File: src/rtl/cell_serializer_pkg.sv
// Shared definitions for the cell serializer.
//   state_e      : FSM state encoding (idle / shifting a word)
//   DefaultWidth : default word width
//   DefaultCntW  : default bit-counter width, ceil(log2(DefaultWidth))
package cell_serializer_pkg;

    typedef enum logic {
        StIdle  = 1'b0,
        StShift = 1'b1
    } state_e;

    localparam int unsigned DefaultWidth = 8;
    localparam int unsigned DefaultCntW  = 3;

endpackage

File: src/rtl/cell_shift_stage.sv
// One bit slice of the serializer shift register: a 2:1 mux selecting the
// parallel load bit over the shift-in bit, feeding a register cell with hold.
//   clk      : clock
//   rst      : asynchronous active-low reset, clears the cell
//   load     : capture load_bit (takes priority over shift_en)
//   shift_en : capture shift_in
//   load_bit : parallel data bit
//   shift_in : bit from the next-higher slice
//   q        : stored bit
module cell_shift_stage (
    input  logic clk,
    input  logic rst,
    input  logic load,
    input  logic shift_en,
    input  logic load_bit,
    input  logic shift_in,
    output logic q
);

    logic mux_out;
    logic d;

    assign mux_out = load ? load_bit : shift_in;

    always_comb begin
        d = q;
        if (load || shift_en) begin
            d = mux_out;
        end
    end

    always_ff @(posedge clk or negedge rst) begin
        if (!rst) begin
            q <= 1'b0;
        end else begin
            q <= d;
        end
    end

endmodule

File: src/rtl/cell_serializer.sv
// Parallel-in / serial-out transmitter. Accepts a WIDTH-bit word on a
// valid/ready handshake and shifts it out LSB-first, one bit per clock, with
// gapless back-to-back words when in_valid is held.
//   clk       : clock
//   rst       : asynchronous active-low reset
//   in_valid  : in_data holds a word to send
//   in_ready  : word can be accepted this cycle
//   in_data   : parallel word, sampled only on handshake
//   ser_out   : current serial bit
//   ser_valid : ser_out carries a live bit
//   ser_first : bit 0 of a word is on ser_out
//   ser_last  : bit WIDTH-1 of a word is on ser_out
//   busy      : a word is in flight (same as ser_valid)
module cell_serializer
    import cell_serializer_pkg::*;
#(
    parameter int unsigned WIDTH = DefaultWidth,
    parameter int unsigned CNT_W = DefaultCntW
) (
    input  logic             clk,
    input  logic             rst,
    input  logic             in_valid,
    output logic             in_ready,
    input  logic [WIDTH-1:0] in_data,
    output logic             ser_out,
    output logic             ser_valid,
    output logic             ser_first,
    output logic             ser_last,
    output logic             busy
);

    localparam logic [CNT_W-1:0] LastCnt = CNT_W'(WIDTH - 1);

    state_e           state_q, state_d;
    logic [CNT_W-1:0] cnt_q, cnt_d;
    logic [CNT_W-1:0] cnt_inc;
    logic [CNT_W-1:0] carry;
    logic             cnt_last;
    logic             accept;
    logic             load;
    logic             shift_en;
    logic [WIDTH-1:0] load_word;
    logic [WIDTH-1:0] shreg;

    // Counter increment as a ripple of half adders (carry-in of 1).
    assign carry[0] = 1'b1;
    for (genvar i = 0; i < CNT_W; i++) begin : g_ha
        assign cnt_inc[i] = cnt_q[i] ^ carry[i];
        if (i < CNT_W - 1) begin : g_carry
            assign carry[i+1] = cnt_q[i] & carry[i];
        end
    end

    // Bitwise equality against WIDTH-1 reduced by an AND tree.
    assign cnt_last = &(cnt_q ~^ LastCnt);

    // Gated by rst so in_ready is low throughout reset, not just after it.
    assign in_ready = rst & ((state_q == StIdle) | ((state_q == StShift) & cnt_last));
    assign accept   = in_valid & in_ready;

    always_comb begin
        state_d   = state_q;
        cnt_d     = cnt_q;
        load      = 1'b0;
        shift_en  = 1'b0;
        load_word = '0;
        unique case (state_q)
            StIdle: begin
                if (accept) begin
                    state_d   = StShift;
                    cnt_d     = '0;
                    load      = 1'b1;
                    load_word = in_data;
                end
            end
            StShift: begin
                if (!cnt_last) begin
                    shift_en = 1'b1;
                    cnt_d    = cnt_inc;
                end else if (accept) begin
                    // Gapless reload: next word's bit 0 follows this bit directly.
                    cnt_d     = '0;
                    load      = 1'b1;
                    load_word = in_data;
                end else begin
                    // Return to idle with the shift register cleared (load of zero).
                    state_d = StIdle;
                    cnt_d   = '0;
                    load    = 1'b1;
                end
            end
        endcase
    end

    for (genvar i = 0; i < WIDTH; i++) begin : g_stage
        logic shift_in;
        if (i == WIDTH - 1) begin : g_top
            assign shift_in = 1'b0;
        end else begin : g_mid
            assign shift_in = shreg[i+1];
        end

        cell_shift_stage u_stage (
            .clk      (clk),
            .rst      (rst),
            .load     (load),
            .shift_en (shift_en),
            .load_bit (load_word[i]),
            .shift_in (shift_in),
            .q        (shreg[i])
        );
    end

    always_ff @(posedge clk or negedge rst) begin
        if (!rst) begin
            state_q <= StIdle;
            cnt_q   <= '0;
        end else begin
            state_q <= state_d;
            cnt_q   <= cnt_d;
        end
    end

    assign ser_valid = (state_q == StShift);
    assign busy      = ser_valid;
    assign ser_out   = ser_valid & shreg[0];
    assign ser_first = ser_valid & (cnt_q == '0);
    assign ser_last  = ser_valid & cnt_last;

endmodule

File: config.mk
export PLATFORM = sky130hd
export DESIGN_NAME = cell_serializer
export DESIGN_NICKNAME = d
export VERILOG_FILES = /design/src/rtl/cell_serializer_pkg.sv /design/src/rtl/cell_shift_stage.sv /design/src/rtl/cell_serializer.sv
export SDC_FILE = /design/constraint.sdc
export NUM_CORES = 1
export LEC_CHECK = 0
export BUFFER_PORTS_ARGS = -buffer_cell sky130_fd_sc_hd__buf_2
export CAP_MARGIN = 20
export CORE_MARGIN = 3
export CORE_UTILIZATION = 47
export CTS_BUF_LIST = sky130_fd_sc_hd__clkbuf_8
export CTS_CLUSTER_DIAMETER = 100
export DETAILED_ROUTE_END_ITERATION = 7
export PLACE_DENSITY_LB_ADDON = 0.2
export SYNTH_ARGS = -nofsm -noshare
export SYNTH_HDL_FRONTEND = slang
export SYNTH_SLANG_ARGS = --single-unit
File: constraint.sdc
create_clock -name clk -period 1.24 [get_ports clk]
set_clock_uncertainty 0.1 [all_clocks]
set_input_delay 0.062 -clock clk [delete_from_list [all_inputs] [get_ports clk]]
set_output_delay 0.062 -clock clk [all_outputs]
set_load 0.03 [all_outputs]
Word-level counts from Yosys, hierarchy flattened:

Index checks and enable logic that the tools add are counted.
Widths: inputs -> output; s select.

* register bits after elaboration: 12
* input port bits: 11
* output and inout port bits: 6
* logic and storage cells: 46

* equality and inequality tests: 1
* multiplexer cells: 21
* bitwise gates (word level): 11
* reductions and logical operators: 3

Operator list (count)
* $mux 8: 2
* $pmux 8 s2: 1
* $mux 1: 13
* $and 1x1->1: 6
* $mux 3: 2
* $pmux 3 s2: 1
* $pmux 1 s2: 2
* $logic_not 3->1: 1
* $reduce_and 3->1: 1
* $ne 2x2->1 const B: 1
* $not 1->1: 2
* $xor 1x1->1: 2
* $logic_or 1x1->1: 1
* $or 1x1->1: 1

Logic depth before layout (Yosys ltp):

* depth in word-level cells: 9
* depth in mapped cells: 6
* depth with buffers taken out: 5

By module:

From an unflattened synthesis, not the netlist that was laid out.

* cell total of the unflattened synthesis: 67
* area total of the unflattened synthesis: 693.2 µm²

By module, submodules not included
* cell_shift_stage: instances 8, cells each 4, area each 43.8 µm², sequential area each 25.0 µm²
* cell_serializer: instances 1, cells each 35, area each 342.8 µm², sequential area each 100.1 µm²

Worst setup path before layout:

OpenSTA, ideal clock, no wires.

* path type: reg-to-output
* from: reg cnt_q[0]
* to: out in_ready
* arrival: 1315 ps
* data required time: 1078 ps
* setup slack: -237 ps
* stages on the path, launching flop included: 6
* buffers on the path: 1
* cells stage by stage: dfrtp_1 > ha_1 > ha_1 > buf_2 > nand2b_1 > and2_1

* cells in the longest elaborated chain, start to end: 4

Ends and longest elaborated chain
* start: declaration: line cell_serializer.sv:35 `logic [CNT_W-1:0] cnt_q, cnt_d;`
* start signal: assignment: line cell_serializer.sv:120 `cnt_q <= cnt_d;`
* $reduce_and 3->1: line cell_serializer.sv:55 `assign cnt_last = &(cnt_q ~^ LastCnt);`
* $and 1x1->1: line cell_serializer.sv:58 `assign in_ready = rst & ((state_q == StIdle) | ((state_q == StShift) & cnt_last));`
* $or 1x1->1: line cell_serializer.sv:58
* $and 1x1->1: line cell_serializer.sv:58
* end: declaration: line cell_serializer.sv:23 `output logic in_ready,`

No other way between the ends.

Final worst setup path:

* from: reg cnt_q[1]
* to: out in_ready

The elaborated chain is that of the path after synthesis.

==> insert_results.sql <==
INSERT INTO impl_metrics (metric_group, metric, value, unit) VALUES
('drt', 'detailroute.via_count', '616', ''),
('cells_and_area', 'design.final.nets', '116', ''),
('cells_and_area', 'antenna_cells', '0', ''),
('die', 'fp.dieArea', '1850', 'um^2'),
('clocking', 'clk-insertion-delay-late', '240', 'ps'),
('die', 'boundaryPins', '17', ''),
('drt', 'post_drt_via_cell_ratio', '5.36', ''),
('die', 'dieWidth', '43.1', 'um'),
('drt', 'drt_initial_violations', '11', ''),
('critical_path', 'worstPathArrival', '1400', 'ps'),
('logic_synthesis', 'synth_nets', '79', ''),
('critical_path', 'setup.worst_path.end_class', 'output pin', ''),
('sta', 'post-route-period-util', '126', '%'),
('die', 'num_rows', '12', ''),
('logic_synthesis', 'ys_warn_count', '0', ''),
('power_and_ir_drop', 'clock_power_share', '16.5', '%'),
('drt', 'final_antenna_net_count', '0', ''),
('placement', 'dpl.hpwl', '1090', 'um'),
('cells_and_area', 'post_layout_nonfiller_instances', '115', ''),
('sta', 'rsz0062_at_grt', 'yes', ''),
('outcome', 'violations', 'setup timing', ''),
('die', 'core-area', '1200', 'um^2'),
('critical_path', 'cp_slowest_cell', 'sky130_fd_sc_hd__dfrtp_1', ''),
('grt', 'grt_first_pass_wirelength', '2780', 'um'),
('sta', 'worst_slew_pin_slew', '546', 'ps'),
('clocking', 'cts_root_buf', 'sky130_fd_sc_hd__clkbuf_8', ''),
('cells_and_area', 'final.fill_count', '66', ''),
('power_and_ir_drop', 'power_switching', '0.861', 'mW'),
('critical_path', 'reg2reg_from', 'cnt_q[1]', ''),
('placement', 'gp_congestion', '0.729', ''),
('cells_and_area', 'layout-drive-gt1-share', '47.5', '%'),
('cells_and_area', 'multiInputGateArea', '349', 'um^2'),
('hold_path', 'timing.hold.worst_path_depth', '3', ''),
('grt', 'globalRoute.busiestLayer', 'met2', ''),
('flow_run', 'max_cap_violations', '0', ''),
('grt', 'use_met2', '35.0', '%'),
('critical_path', 'worstPathRequired', '1080', 'ps'),
('power_and_ir_drop', 'combinational_power_share', '54.2', '%'),
('sta', 'post-route-worst-setup-slack', '-325', 'ps'),
('power_and_ir_drop', 'power_per_cell_area', '2140', 'nW/um^2'),
('critical_path', 'setup.worst_path.class', 'register to output pin', ''),
('grt', 'overflow_left_after_global_routing', '0', ''),
('critical_path', 'critical_path.max_stage_delay', '390', 'ps'),
('drt', 'routed_wirelength', '1690', 'um'),
('drt', 'drc', '0', ''),
('critical_path', 'cp_num_buf_inv', '1', ''),
('die', 'die_h', '43.1', 'um'),
('sta', 'setup_violations', '14', ''),
('power_and_ir_drop', 'cell_int_power', '1.33', 'mW'),
('hold_path', 'min-delay-path-class', 'input pin to register', ''),
('logic_synthesis', 'synth.avg_cell_area', '9.93', 'um^2'),
('sta', 'finalCriticalPeriod', '1560', 'ps'),
('cells_and_area', 'final_core_util', '85.0', '%'),
('critical_path', 'r2r-end', 'g_stage[0].u_stage.q', ''),
('power_and_ir_drop', 'leakage', '0.502', 'nW'),
('drt', 'wl_per_cell', '14.7', 'um'),
('logic_synthesis', 'mappedNetlistArea', '646', 'um^2'),
('grt', 'grt_max_degree', '15', ''),
('sta', 'hold_viol', '0', ''),
('power_and_ir_drop', 'irDropWorstVdd', '1.35', 'mV'),
('placement', 'placedCellCount', '98', ''),
('grt', 'groute.layer.met1.usage', '24.1', '%'),
('clocking', 'cts_buffers', '3', ''),
('placement', 'port_buffers', '16', ''),
('grt', 'grtUsageTotal', '20.6', '%'),
('hold_path', 'hold_critical_path_endpoint', 'busy', ''),
('critical_path', 'ff2ff_path_depth', '6', ''),
('critical_path', 'start_kind', 'register', ''),
('power_and_ir_drop', 'switching_share_of_power', '39.4', '%'),
('clocking', 'worst_setup_hold_path_clk_slew', '50', 'ps'),
('outcome', 'run_status', 'complete, but fails checks', '');
-- worst max-delay path by stage --
stage,start,end,slack (ps),cells after the start
5_1_grt,cnt_q[1],in_ready,-370,5
3_5_place_dp,cnt_q[1],g_stage[5].u_stage.q,-100,5
4_1_cts,cnt_q[0],in_ready,-330,5
3_3_place_gp,cnt_q[1],cnt_q[1],-70,6
2_1_floorplan,cnt_q[0],in_ready,-60,5
6_report,cnt_q[1],in_ready,-320,5
-- sequential cells by signal, indices dropped and copies added (netlist names) --
| name | cells |
|---|---|
| g_stage.u_stage.q | 8 |
| busy | 1 |
| cnt_q | 3 |
-- cell usage in the layout, fill, tap and decap left out, types with 2 or more instances in the layout --
cell	netlist	routed
sky130_fd_sc_hd__nand2_1	14	12
sky130_fd_sc_hd__buf_4	2	11
sky130_fd_sc_hd__nand2_2	0	2
sky130_fd_sc_hd__buf_6	2	5
sky130_fd_sc_hd__dlygate4sd3_1	0	9
sky130_fd_sc_hd__buf_2	2	13
sky130_fd_sc_hd__a32oi_1	7	5
sky130_fd_sc_hd__a32oi_2	0	2
sky130_fd_sc_hd__dfrtp_1	12	11
sky130_fd_sc_hd__and2_1	4	2
sky130_fd_sc_hd__clkbuf_8	0	3
sky130_fd_sc_hd__inv_1	2	2
sky130_fd_sc_hd__o211ai_1	7	7
-- synthesized netlist by cell type --
| library cell | count | area share (%) |
|---|---|---|
| sky130_fd_sc_hd__a32oi_1 | 7 | 9.5 |
| sky130_fd_sc_hd__and2_1 | 4 | 3.9 |
| sky130_fd_sc_hd__buf_2 | 2 | 1.6 |
| sky130_fd_sc_hd__buf_4 | 2 | 2.3 |
| sky130_fd_sc_hd__buf_6 | 2 | 3.5 |
| sky130_fd_sc_hd__dfrtp_1 | 12 | 47 |
| sky130_fd_sc_hd__ha_1 | 3 | 5.8 |
| sky130_fd_sc_hd__inv_1 | 2 | 1.2 |
| sky130_fd_sc_hd__inv_4 | 1 | 0.97 |
| sky130_fd_sc_hd__mux2i_1 | 1 | 1.6 |
| sky130_fd_sc_hd__nand2_1 | 14 | 8.1 |
| sky130_fd_sc_hd__nand2b_1 | 1 | 0.97 |
| sky130_fd_sc_hd__nand3_1 | 1 | 0.77 |
| sky130_fd_sc_hd__nor2_1 | 1 | 0.58 |
| sky130_fd_sc_hd__nor2b_1 | 1 | 0.97 |
| sky130_fd_sc_hd__o211ai_1 | 7 | 8.1 |
| sky130_fd_sc_hd__o21ai_0 | 1 | 0.77 |
| sky130_fd_sc_hd__o21ai_1 | 1 | 0.77 |
| sky130_fd_sc_hd__o22ai_1 | 1 | 0.97 |
| sky130_fd_sc_hd__o31ai_1 | 1 | 1.2 |
-- routing by layer --
| layer | vias up | share of wire [%] |
|---|---|---|
| met5 | - | 0 |
| met4 | 0 | 1.4 |
| met3 | 4 | 4.2 |
| met2 | 19 | 52 |
| met1 | 287 | 43 |
| li1 | 306 | - |
-- per-stage QoR --
step | worst slack [ps] | power, mW | hold WS, ps | instance area [um^2] | setup TNS (ps)
CTS | -329 | 2.09 | 4.85 | 970 | -2110
detailed placement | -96.9 | 1.55 | -74.5 | 793 | -786
floorplan | -62.9 | 1.30 | -334 | 682 | -352
global route | -374 | 2.36 | 267 | 1020 | -3270
finish | -325 | 2.19 | 214 | 1020 | -2430
global placement | -71.4 | 1.53 | -65.3 | 793 | -523
-- repair_timing --
action                     CTS  global route
pin swaps                    7             8
buffers inserted             4             3
hold endpoints to repair    19             1
hold buffers                 8             1
setup endpoints to repair   12            14
gates resized for setup     10             7
-- power groups by stage --
stage / sequential, mW / combinational (mW) / clock [mW]
finish: 0.642 / 1.19 / 0.361
floorplan: 0.646 / 0.655 / 0
CTS: 0.630 / 1.09 / 0.370
detailed placement: 0.638 / 0.913 / 0
global placement: 0.631 / 0.899 / 0
global route: 0.661 / 1.31 / 0.391
-- final cells by class --
class	instances	area share (%)
clock buffer	3	4.04
clock inverter	1	0.368
inverter	3	1.35
multi-input combinational	44	34.2
sequential	12	29.5
tap	14	1.72
timing repair buffer	38	28.8
-- worst reg2reg max path, stage by stage, from the launching register on --
cell and delay [ps]:
sky130_fd_sc_hd__dfrtp_1 390, sky130_fd_sc_hd__ha_2 200, sky130_fd_sc_hd__ha_4 170, sky130_fd_sc_hd__buf_4 130, sky130_fd_sc_hd__buf_6 110, sky130_fd_sc_hd__o211ai_1 180
sky130_fd_sc_hd__nand2_1 60
-- cells by family after synthesis --
logic type | Yosys count | synth area share [%]
AOI/OAI and AO/OA | 18 | 21.3
adders and majority gates | 3 | 5.81
buffers and inverters | 9 | 9.50
DFF | 12 | 46.5
muxes | 1 | 1.55
and+or+nand+nor | 22 | 15.3
No activity file was read; power rests on OpenSTA's default activity.
